File: src/rtl/zero_scan_if.sv
// zero_scan_if: handshake bundle for zero_scan_unit.
//   in_valid/in_ready/in_data        : word to scan (producer -> scanner)
//   out_valid/out_ready              : result handshake (scanner -> consumer)
//   out_zero                         : scanned word was all zero
//   out_index                        : lowest set bit, or WIDTH when all zero
// master = producer/consumer side, slave = the scanner.
`timescale 1ns/1ps
interface zero_scan_if #(
    parameter int WIDTH = 8,
    parameter int IW    = $clog2(WIDTH + 1)
);
    logic             in_valid;
    logic             in_ready;
    logic [WIDTH-1:0] in_data;
    logic             out_valid;
    logic             out_ready;
    logic             out_zero;
    logic [IW-1:0]    out_index;

    modport master (
        output in_valid, in_data, out_ready,
        input  in_ready, out_valid, out_zero, out_index
    );

    modport slave (
        input  in_valid, in_data, out_ready,
        output in_ready, out_valid, out_zero, out_index
    );
endinterface

File: src/rtl/zero_scan_unit.sv
// zero_scan_unit: sequential all-zero detector and lowest-set-bit locator.
// A word is accepted in IDLE, scanned LANES bits per clock from bit 0 up,
// and the result is held in DONE until consumed.
// Ports:
//   clk, rst_n  : clock, asynchronous active-low reset
//   bus         : zero_scan_if.slave (input word / result handshakes)
//   cnt_clr     : synchronous clear of zero_cnt (wins over increment)
//   zero_cnt    : saturating count of consumed all-zero results
// Parameters: WIDTH >= 1, LANES must divide WIDTH, EARLY_EXIT stops at the
// first set bit, CNT_W is the counter width.
`timescale 1ns/1ps

// One bit of the per-chunk priority chain: flags the bit if it is set and
// no lower bit of the chunk is set.
module zero_scan_lane (
    input  logic bit_in,
    input  logic lower_any,
    output logic first,
    output logic any_out
);
    assign first   = bit_in & ~lower_any;
    assign any_out = bit_in | lower_any;
endmodule

module zero_scan_unit #(
    parameter int WIDTH      = 8,
    parameter int LANES      = 1,
    parameter int EARLY_EXIT = 1,
    parameter int CNT_W      = 16
) (
    input  logic             clk,
    input  logic             rst_n,
    zero_scan_if.slave       bus,
    input  logic             cnt_clr,
    output logic [CNT_W-1:0] zero_cnt
);
    localparam int CHUNKS = WIDTH / LANES;
    localparam int PW     = (CHUNKS > 1) ? $clog2(CHUNKS) : 1;
    localparam int LW     = (LANES > 1) ? $clog2(LANES) : 1;
    localparam int IW     = $clog2(WIDTH + 1);
    localparam logic [PW-1:0] LAST = PW'(CHUNKS - 1);

    typedef enum logic [1:0] {IDLE, SCAN, DONE} state_t;

    state_t           state;
    logic [PW-1:0]    ptr;
    logic [WIDTH-1:0] word;
    logic             found;
    logic [IW-1:0]    idx;

    logic [LANES-1:0] chunk;
    logic [LANES-1:0] first;
    logic [LANES:0]   carry;
    logic             hit;
    logic [LW-1:0]    lo;
    logic [IW-1:0]    cand;
    logic             stop;

    // Current chunk, bits [ptr*LANES +: LANES] of the captured word.
    assign chunk    = LANES'(word >> (int'(ptr) * LANES));
    assign carry[0] = 1'b0;

    for (genvar l = 0; l < LANES; l++) begin : g_lane
        zero_scan_lane u_lane (
            .bit_in    (chunk[l]),
            .lower_any (carry[l]),
            .first     (first[l]),
            .any_out   (carry[l+1])
        );
    end

    assign hit = carry[LANES];

    // first[] is one-hot (or zero), so OR-ing lane numbers encodes it.
    always_comb begin
        lo = '0;
        for (int l = 0; l < LANES; l++)
            if (first[l]) lo = lo | LW'(l);
    end

    assign cand = IW'(int'(ptr) * LANES + int'(lo));
    assign stop = (ptr == LAST) || ((EARLY_EXIT != 0) && hit);

    assign bus.in_ready = (state == IDLE);

    always_ff @(posedge clk or negedge rst_n) begin
        if (!rst_n) begin
            state         <= IDLE;
            ptr           <= '0;
            word          <= '0;
            found         <= 1'b0;
            idx           <= '0;
            bus.out_valid <= 1'b0;
            bus.out_zero  <= 1'b0;
            bus.out_index <= '0;
        end else begin
            case (state)
                IDLE: begin
                    if (bus.in_valid) begin
                        word  <= bus.in_data;
                        ptr   <= '0;
                        found <= 1'b0;
                        state <= SCAN;
                    end
                end
                SCAN: begin
                    // Only the first hit is recorded; later chunks cannot
                    // overwrite it when scanning the full word.
                    if (hit && !found) begin
                        idx   <= cand;
                        found <= 1'b1;
                    end
                    if (stop) begin
                        state         <= DONE;
                        bus.out_valid <= 1'b1;
                        bus.out_zero  <= ~(found | hit);
                        bus.out_index <= found ? idx : (hit ? cand : IW'(WIDTH));
                    end else begin
                        ptr <= ptr + 1'b1;
                    end
                end
                DONE: begin
                    if (bus.out_ready) begin
                        bus.out_valid <= 1'b0;
                        state         <= IDLE;
                    end
                end
                default: state <= IDLE;
            endcase
        end
    end

    always_ff @(posedge clk or negedge rst_n) begin
        if (!rst_n)
            zero_cnt <= '0;
        else if (cnt_clr)
            zero_cnt <= '0;
        else if (bus.out_valid && bus.out_ready && bus.out_zero &&
                 zero_cnt != {CNT_W{1'b1}})
            zero_cnt <= zero_cnt + 1'b1;
    end
endmodule
File: src/flat_wrapper.sv
// flat-port wrapper written by rule: the top's interface ports become plain ports
module zero_scan_unit_flat 
#(
    parameter int WIDTH      = 8,
    parameter int LANES      = 1,
    parameter int EARLY_EXIT = 1,
    parameter int CNT_W      = 16
)
  (clk, rst_n, cnt_clr, zero_cnt, bus_in_valid, bus_in_data, bus_out_ready, bus_in_ready, bus_out_valid, bus_out_zero, bus_out_index);
  zero_scan_if #(.WIDTH(WIDTH)) bus_i ();
  input  logic clk;
  input  logic rst_n;
  input  logic cnt_clr;
  output logic [CNT_W-1:0] zero_cnt;
  input wire logic [$bits(bus_i.in_valid)-1:0] bus_in_valid;
  input wire logic [$bits(bus_i.in_data)-1:0] bus_in_data;
  input wire logic [$bits(bus_i.out_ready)-1:0] bus_out_ready;
  output wire logic [$bits(bus_i.in_ready)-1:0] bus_in_ready;
  output wire logic [$bits(bus_i.out_valid)-1:0] bus_out_valid;
  output wire logic [$bits(bus_i.out_zero)-1:0] bus_out_zero;
  output wire logic [$bits(bus_i.out_index)-1:0] bus_out_index;
  assign bus_i.in_valid = bus_in_valid;
  assign bus_i.in_data = bus_in_data;
  assign bus_i.out_ready = bus_out_ready;
  assign bus_in_ready = bus_i.in_ready;
  assign bus_out_valid = bus_i.out_valid;
  assign bus_out_zero = bus_i.out_zero;
  assign bus_out_index = bus_i.out_index;
  zero_scan_unit #(.WIDTH(WIDTH), .LANES(LANES), .EARLY_EXIT(EARLY_EXIT), .CNT_W(CNT_W)) u_core (.clk(clk), .rst_n(rst_n), .bus(bus_i), .cnt_clr(cnt_clr), .zero_cnt(zero_cnt));
endmodule
File: config.mk
export PLATFORM = sky130hd
export DESIGN_NAME = zero_scan_unit_flat
export DESIGN_NICKNAME = d
export VERILOG_FILES = /design/src/rtl/zero_scan_if.sv /design/src/rtl/zero_scan_unit.sv /design/src/flat_wrapper.sv
export SDC_FILE = /design/constraint.sdc
export NUM_CORES = 1
export LEC_CHECK = 0
export ABC_AREA = 1
export CAP_MARGIN = 0
export CORE_MARGIN = 2
export CORE_UTILIZATION = 30
export DETAILED_ROUTE_END_ITERATION = 8
export HOLD_SLACK_MARGIN = 0.02
export PLACE_DENSITY = 0.58
export SLEW_MARGIN = 10
export SYNTH_ARGS = -nofsm -noshare
export SYNTH_HDL_FRONTEND = slang
export SYNTH_SLANG_ARGS = --single-unit
File: constraint.sdc
create_clock -name clk -period 1.4 [get_ports clk]
set_input_delay 0.28 -clock clk [delete_from_list [all_inputs] [get_ports clk]]
set_output_delay 0.28 -clock clk [all_outputs]
set_load 0.005 [all_outputs]
Word-level counts from Yosys, hierarchy flattened
Index checks and enable logic that the tools add are counted.

Register bits: 39. Bits of input ports: 13. Output and inout bits: 23. Word-level logic and storage cells: 57.

Add/subtract/negate cells: 2. Equal/unequal tests: 9. Shifts and indexed selects: 1. Mux-type cells: 17. Bitwise operators: 2. Reduce and logical (&&, ||, !) cells: 17.

Operator list (count): two-way mux 16 bit (2); adder 16 x 1 -> 16 bit (second input constant) (1); != test 16 bit (second input constant) (1); AND reduction 3 bit (4); two-way mux 4 bit (2); >> shifter 8 x 3 -> 1 bit (1); two-way mux 2 bit (3); two-way mux 3 bit (2); != test 2 bit (second input constant) (3); case mux 2 bit (3 select lines) (1); case mux 3 bit (2 select lines) (1); AND reduction 2 bit (3); nonzero test 2 bit (3); logical AND 1 bit (4); two-way mux 1 bit (4); != test 2 x 1 -> 1 bit (second input constant) (2); case mux 1 bit (2 select lines) (2); adder 3 x 1 -> 3 bit (second input constant) (1); equality test 3 bit (second input constant) (1); equality test 2 x 1 -> 1 bit (second input constant) (1); equality test 2 bit (second input constant) (1); zero test 2 bit (1); zero test 1 bit (1); logical OR 1 bit (1); 2 further kinds (2).

Logic depth before layout (Yosys ltp)
Gate-level depths: netlist of run 1.

Word-level depth: 5. Mapped depth: 11. Mapped depth without buffers: 10.

Hierarchy
A second synthesis of run 1 with hierarchy kept.

Cells, all modules: 256. Area, all modules: 1969.4 um^2.

Modules (own cells, without submodules): zero_scan_unit (instances 1, cells each 252, area an instance 1954.4 um^2, seq. area each 950.9 um^2); zero_scan_lane (instances 1, cells each 4, area an instance 15.0 um^2, seq. area each 0.0 um^2).

Least setup slack after synthesis of run 1
OpenSTA, ideal clock, no wires.

Path kind: reg-to-reg. Start: register u_core.zero_cnt[0]. End: register u_core.zero_cnt[3]. Arrival time: 1422 ps. Required time: 1326 ps. Path slack: -96 ps. Stages on the path, launching flop included: 11. Path buffers: 1. Clock period less this slack: 1496 ps. Path through: dfrtp_1 ha_1 nand3_2 nor2_4 nand3_2 nand2_2 nand2_4 clkinv_4 buf_12 nand2_1 o21ai_2.

Word-level cells in the longest chain between the ends: 3.

Ends and longest elaborated chain: from (decl) (RTL line zero_scan_unit.sv:35) `output logic [CNT_W-1:0] zero_cnt`; from (signal assigned) (RTL line zero_scan_unit.sv:140) `zero_cnt <= zero_cnt + 1'b1;`; adder 16 x 1 -> 16 bit or != test 16 bit (tied branches) (RTL line zero_scan_unit.sv:140, zero_scan_unit.sv:139); two-way mux 16 bit or logical AND 1 bit (tied branches) (RTL line zero_scan_unit.sv:138) `else if (bus.out_valid && bus.out_ready && bus.out_zero &&`; two-way mux 16 bit or nonzero test 2 bit (tied branches).

Parallel ways exist; a longest one is shown, timed or not. The select of a mux whose other input is x is not followed. A chain may end at the register's enable or synchronous reset.

Final worst setup path of run 1
Same ends and word-level chain as after synthesis.

==> metrics.txt, run 1 <==
Worst-path clk slew=80 ps; HP Class=primary input to async pin; FMAX=682.3 MHz; failing checks=setup timing; Startpoint Class=register; drt total wl=6113 um; Critical Path RT=1590 ps; final worst slack=-65.59 ps; die area=just under 8000 um2; Initial Util=around 31%; pwr dens=1323 nW/um2; minimum clock period=1466 ps; I/O pin count=36; layout net count=404; design area=3565 um2; Area Overhead vs Synth=66.22%; footprint of the multi-input gates=1216 um2; final hold slack=~480 ps; Post-synth ARST share=100.0%; die width=88.55 um; CP arrival=1660 ps; CTS buffer count=5; unrepaired setup endpoints after global routing=yes; Core Region=6869 um2; most numerous cell in the Yosys netlist=nand2_1; initial DRC count=100; largest cells by area after synthesis=dfrtp_1 (44%), nand2_1 (15%), nand3_1 (7.9%); vias in the first global route=2179; share of layout cells above drive strength 1=40.87%; Final Setup Violations=18; max-cap violations=0; Peak VDD IR=0.9550 mV; simple-gate portion of the synthesized area=34.31%; compound-cell area share of the yosys netlist=8.226%; H-tree lvl count=2; Yosys top cell by area=dfrtp_1; Total GRT Usage=16.31%; Yosys reg bits=38; clk_lat worst skew=~300 ps; leakage=1.836 nW; sequential fraction of the synthesis area=roughly 44%; Post-Synthesis Cells=279; DP Area=about 2900 um2; Max Slew Vio Count=0; DR vias/cell=between 4 and 5; Crit Path Class=register to register; Avg WL per Cell=12.60 um; Synth top cells by count=nand2_1 (86), dfrtp_1 (38), inv_1 (35); grt total ovfl=0; CTS Buffer Depth=2; syn nets=around 300; # rows=30; Most used DFF post-synth=dfrtp_1; DR DRC count=0; remaining antenna violation count after routing=0; total iterations of the first detailed-routing run=6; Root Buffer=clkbuf_8; Syn Std Cell Area=2145 um2; Post-Synth Adder-Cell Area=1.750%; XOR/XNOR Fraction of Synth Area=1.634%; global-route wire length before repair=9936 um; Final period util=104.7%; CTS tree=yes; worst slew pin tran=between 200 and 300 ps; via count=2193; count of different cell masters after synthesis=24; I/O Buffers=35; Layout Skew=a little under 5 ps; Placer Congestion=0.8099; initial antenna violation count=0; die height=88.55 um; Syn. warnings=0; clock sink count=38; Critical Path Sink Type=register; status=finished, violations left; relative max-transition margin=80.31%; Worst Path Max Fanout=5; largest net degree at the start of global routing=39; final count of hold timing violations=0; top-area cell type share of the netlist area=44.34%; Mapped Avg Cell Area=7.687 um2; mux contribution to synthesized area=0%; number of synthesized flops with an enable pin=0; Antenna diodes=0; DP HPWL=3925 um; main combinational cell family by area after synthesis=simple AND/OR/NAND/NOR gates; filler instances=639; Sequential Area=between 900 and 1000 um2
## layout by cell type (no fill, tap or decap), types with 6 or more instances in the layout
| cell | count |
|---|---|
| nand2_1 | 67 |
| buf_4 | 53 |
| dfrtp_1 | 35 |
| inv_1 | 29 |
| nand3_1 | 26 |
| nand2_2 | 23 |
| dlygate4sd2_1 | 17 |
| buf_6 | 17 |
| o21ai_0 | 12 |
| o21ai_2 | 11 |
| clkdlybuf4s50_1 | 11 |
| nor2_1 | 9 |
| nand4_1 | 9 |
| nand2_4 | 7 |
| nor2_2 | 6 |
| nand3_2 | 6 |
## through the flow
stage	std cells	setup TNS (ps)	utilization [%]	setup WS [ps]	power, mW
floorplan	279	-537.3	-	-52.08	2.349
global placement	448	-2741	42.31	-138.7	2.943
detailed placement	448	-3301	42.31	-160.2	2.962
CTS	479	-744.6	48.62	-125.2	4.386
global route	485	-2557	51.89	-132.5	5.040
finish	485	-797.4	51.89	-65.59	4.715
## path summary, 6_finish.rpt
path | startpoint | to | slack [ps] | depth (start not counted)
worst max-delay path | u_core.zero_cnt[0] | u_core.zero_cnt[3] | -70 | 9
worst min-delay path | rst_n | u_core.zero_cnt[5] | 480 | 3
worst max register to register | u_core.zero_cnt[0] | u_core.zero_cnt[3] | -70 | 9
worst min register to register | u_core.bus.out_index[2] | u_core.bus.out_index[2] | 490 | 2
max in group asynchronous | rst_n | u_core.zero_cnt[3] | 710 | 3
min in group clk | u_core.bus.out_index[2] | u_core.bus.out_index[2] | 490 | 2
## power breakdown
group          total, mW  switching [mW]  internal (mW)  leakage, nW
logic               1.99            1.04          0.947         1.27
registers           1.57           0.212           1.36        0.501
clock network       1.15           0.439          0.714       0.0683
total               4.72            1.69           3.02         1.84
## per-layer routing
metal / vias to the layer above / routed length, um / track usage (%)
li1: 1110 / - / -
met1: 1036 / 2556 / 19.04
met2: 42 / 3278 / 30.76
met3: 5 / 220 / 2.519
met4: 0 / 58 / 4.545
met5: - / 0 / 0
## repair_timing
item,4_1_cts,5_1_grt
buffers inserted,20,7
setup endpoints to repair,52,37
pin swaps,16,17
cloned,2,0
gates resized for setup,61,60
endpoints found under the hold margin,38,0
hold buffers,1,0
## logic make-up (layout without fill, tap and decap cells)
| logic type | Yosys count | count (layout) |
|---|---|---|
| simple gates | 163 | 163 |
| buf+inv | 43 | 153 |
| flops | 38 | 38 |
| compound gates | 28 | 28 |
| xor+xnor | 4 | 4 |
| fa+ha+maj | 3 | 3 |
## flip-flops by register name, indices dropped and copies added, names as in the netlist
signal and cells:
u_core.bus.out_index 4, u_core.bus.out_valid 1, u_core.found 1, u_core.idx 3, u_core.ptr 3, u_core.state 2
u_core.word 8, u_core.zero_cnt 16
## final cells by class
cell class                 instances  area share [%]
sequential                        38           26.78
clock inverter                     3           1.931
clock buffer                       5           1.931
timing repair buffer             107           26.61
tap                               96           3.370
multi-input combinational        198           34.12
inverter                          36           4.352
timing repair inverter             2          0.9126
## worst max-delay path, stage by stage (launching register included)
cell      delay, ps
dfrtp_1         410
ha_4            160
nand3_4          70
nor2_4          120
nand3_2         100
nand2_2         120
nand2_4          90
buf_12          150
clkinv_8         60
o21ai_2          50
Note: power is estimated with default switching activity, not from simulation.
==> run 2: changes to the inputs <==
--- a/config.mk
+++ b/config.mk
@@ -7,7 +7,6 @@
 export LEC_CHECK = 0
 export ABC_AREA = 1
 export CAP_MARGIN = 0
-export CORE_MARGIN = 2
 export CORE_UTILIZATION = 30
 export DETAILED_ROUTE_END_ITERATION = 8
 export HOLD_SLACK_MARGIN = 0.02
==> metrics.txt, run 2 (synthesized netlist as in run 1, its figures left out) <==
CTS buffer count=5 (unchanged); H-tree lvl count=2 (unchanged); layout net count=396 (was 404); share of layout cells above drive strength 1=37.01% (was 40.87%); HP Class=primary input to async pin (unchanged); unrepaired setup endpoints after global routing=yes (unchanged); pwr dens=1289 nW/um2 (was 1323 nW/um2); Antenna diodes=0 (unchanged); Reg-to-Reg Start=u_core.zero_cnt[1] (was u_core.zero_cnt[0]); clock sink count=38 (unchanged); Peak VDD IR=0.8547 mV (was 0.9550 mV); Startpoint Class=register (unchanged); max reg flops=16 (unchanged); Total GRT Usage=16.52% (was 16.31%); vias in the first global route=2171 (was 2179); most frequent cells in the layout=nand2_1 (72), buf_4 (56), dfrtp_1 (35) (was nand2_1 (67), buf_4 (53), dfrtp_1 (35)); Critical Path Sink Type=register (unchanged); total iterations of the first detailed-routing run=4 (was 6); initial antenna violation count=0 (unchanged); minimum clock period=1489 ps (was 1466 ps); worst slew pin tran=256.2 ps (was 295.0 ps); Root Buffer=clkbuf_8 (unchanged); final count of hold timing violations=0 (unchanged); die height=86.55 um (was 88.55 um); DR vias/cell=4.560 (was 4.522); leakage=1.742 nW (was 1.836 nW); r2r worst-path depth=9 (unchanged); filler instances=679 (was 639); Crit Path Class=register to register (unchanged); global-route wire length before repair=9611 um (was 9936 um); initial DRC count=47 (was 100); final worst slack=-89.12 ps (was -65.59 ps); met3 usage=3.143% (was 2.519%); CP arrival=1680 ps (was 1660 ps); relative max-transition margin=82.90% (was 80.31%); Initial Util=31.39% (was 31.22%); Placed Cells=444 (was 448); drt total wl=5920 um (was 6113 um); GR Util met2=30.59% (was 30.76%); Max Slew Vio Count=0 (unchanged); R2R Setup Slk=-90 ps (was -70 ps); CTS Buffer Depth=2 (unchanged); Core Region=6832 um2 (was 6869 um2); final hold slack=470.6 ps (was 478.2 ps); Placer Congestion=0.8137 (was 0.8099); reg2reg end=u_core.zero_cnt[13] (was u_core.zero_cnt[3]); Place WS=-166.5 ps (was -160.2 ps); remaining antenna violation count after routing=0 (unchanged); GR peak layer=met2 (unchanged); # rows=30 (unchanged); Area Overhead vs Synth=60.03% (was 66.22%); status=finished, violations left (unchanged); commonest non-fill, non-tap cell in the layout=nand2_1 (unchanged); FMAX=671.5 MHz (was 682.3 MHz); Avg WL per Cell=12.41 um (was 12.60 um); clk_lat worst skew=290 ps (was 300 ps); Finished Layout Cells=477 (was 485); Final period util=106.4% (was 104.7%); Final Setup Violations=19 (was 18); via count=2175 (was 2193); Layout Skew=5.060 ps (was 4.938 ps); largest net degree at the start of global routing=39 (unchanged); die area=7491 um2 (was 7841 um2); die width=86.55 um (was 88.55 um); Worst Path Max Fanout=5 (unchanged); Critical Path RT=1590 ps (about the same); I/O pin count=36 (unchanged); DR DRC count=0 (unchanged); CTS tree=yes (unchanged); grt total ovfl=0 (unchanged); GR met1 Demand/Resource=19.05% (was 19.04%); failing checks=setup timing (unchanged); Largest regs=u_core.zero_cnt (16), u_core.word (8), u_core.bus.out_index (4) (unchanged); Biggest register=u_core.zero_cnt (unchanged); I/O Buffers=35 (unchanged); Worst-path clk slew=80 ps (about the same); DP HPWL=3749 um (was 3925 um); max-cap violations=0 (unchanged)
[run 2: cell count changes in the layout (fill, tap and decap cells not counted), sizes merged]
cell	change
dlygate4sd2	+4
inv	+1
clkdlybuf4s15	-3
clkbuf	-1
clkinv	-1
buf	-8
[run 2: power by group]
group | internal, mW | switching (mW) | total (mW)
Sequential | 1.36 | 0.187 | 1.55
Clock | 0.715 | 0.431 | 1.15
Combinational | 0.773 | 0.959 | 1.73
[run 2: cell type report]
type	instances	area (um2)	share of cell area [%]
Tap cell	96	120.1	3.500
Inverter	36	150.1	4.375
Timing Repair inverter	2	32.53	0.9479
Multi-Input combinational cell	198	1186	34.56
Sequential cell	38	954.7	27.82
Timing Repair Buffer	99	850.8	24.79
Clock buffer	5	68.82	2.005
Clock inverter	3	68.82	2.005
[run 2: metrics by stage]
| stage | power [mW] | instance area [um2] | utilization [%] | TNS, ps |
|---|---|---|---|---|
| floorplan | 2.349 | 2160 | - | -537.3 |
| global placement | 2.898 | 2877 | 42.11 | -2696 |
| global route | 4.727 | 3432 | 50.24 | -2701 |
| detailed placement | 2.915 | 2877 | 42.11 | -3132 |
| CTS | 4.220 | 3233 | 47.33 | -267.9 |
| finish | 4.425 | 3432 | 50.24 | -1018 |
[run 2: timing repair]
item,CTS,global route
hold buffers,1,0
gates resized for setup,59,37
hold endpoints to repair,38,0
buffers inserted,15,9
pin swaps,7,16
setup endpoints to repair,52,30
gates cloned,1,1
[run 2: critical path, cell delays in order, from the launching register on]
cell and delay (ps):
dfrtp_1 400, ha_4 160, nand3_4 70, nor2_4 170, nand3_4 110, nand2_4 110
nand2_8 80, buf_12 160, inv_12 70, o21ai_2 50
[run 2: worst max path at each step]
stage,cells past startpoint,end,start
3_3_place_gp,9,u_core.idx[1],u_core.ptr[0]
3_5_place_dp,8,u_core.zero_cnt[14],bus_out_ready
4_1_cts,9,u_core.zero_cnt[7],u_core.zero_cnt[1]
5_1_grt,9,u_core.ptr[1],u_core.ptr[0]
2_1_floorplan,10,u_core.zero_cnt[3],u_core.zero_cnt[1]
6_report,9,u_core.zero_cnt[13],u_core.zero_cnt[1]
[run 2: per-layer routing]
metal,share of wire (%),routed length (um)
met2,53,3136
met5,0,0
met3,3.5,207
met4,1.4,81
met1,42,2494
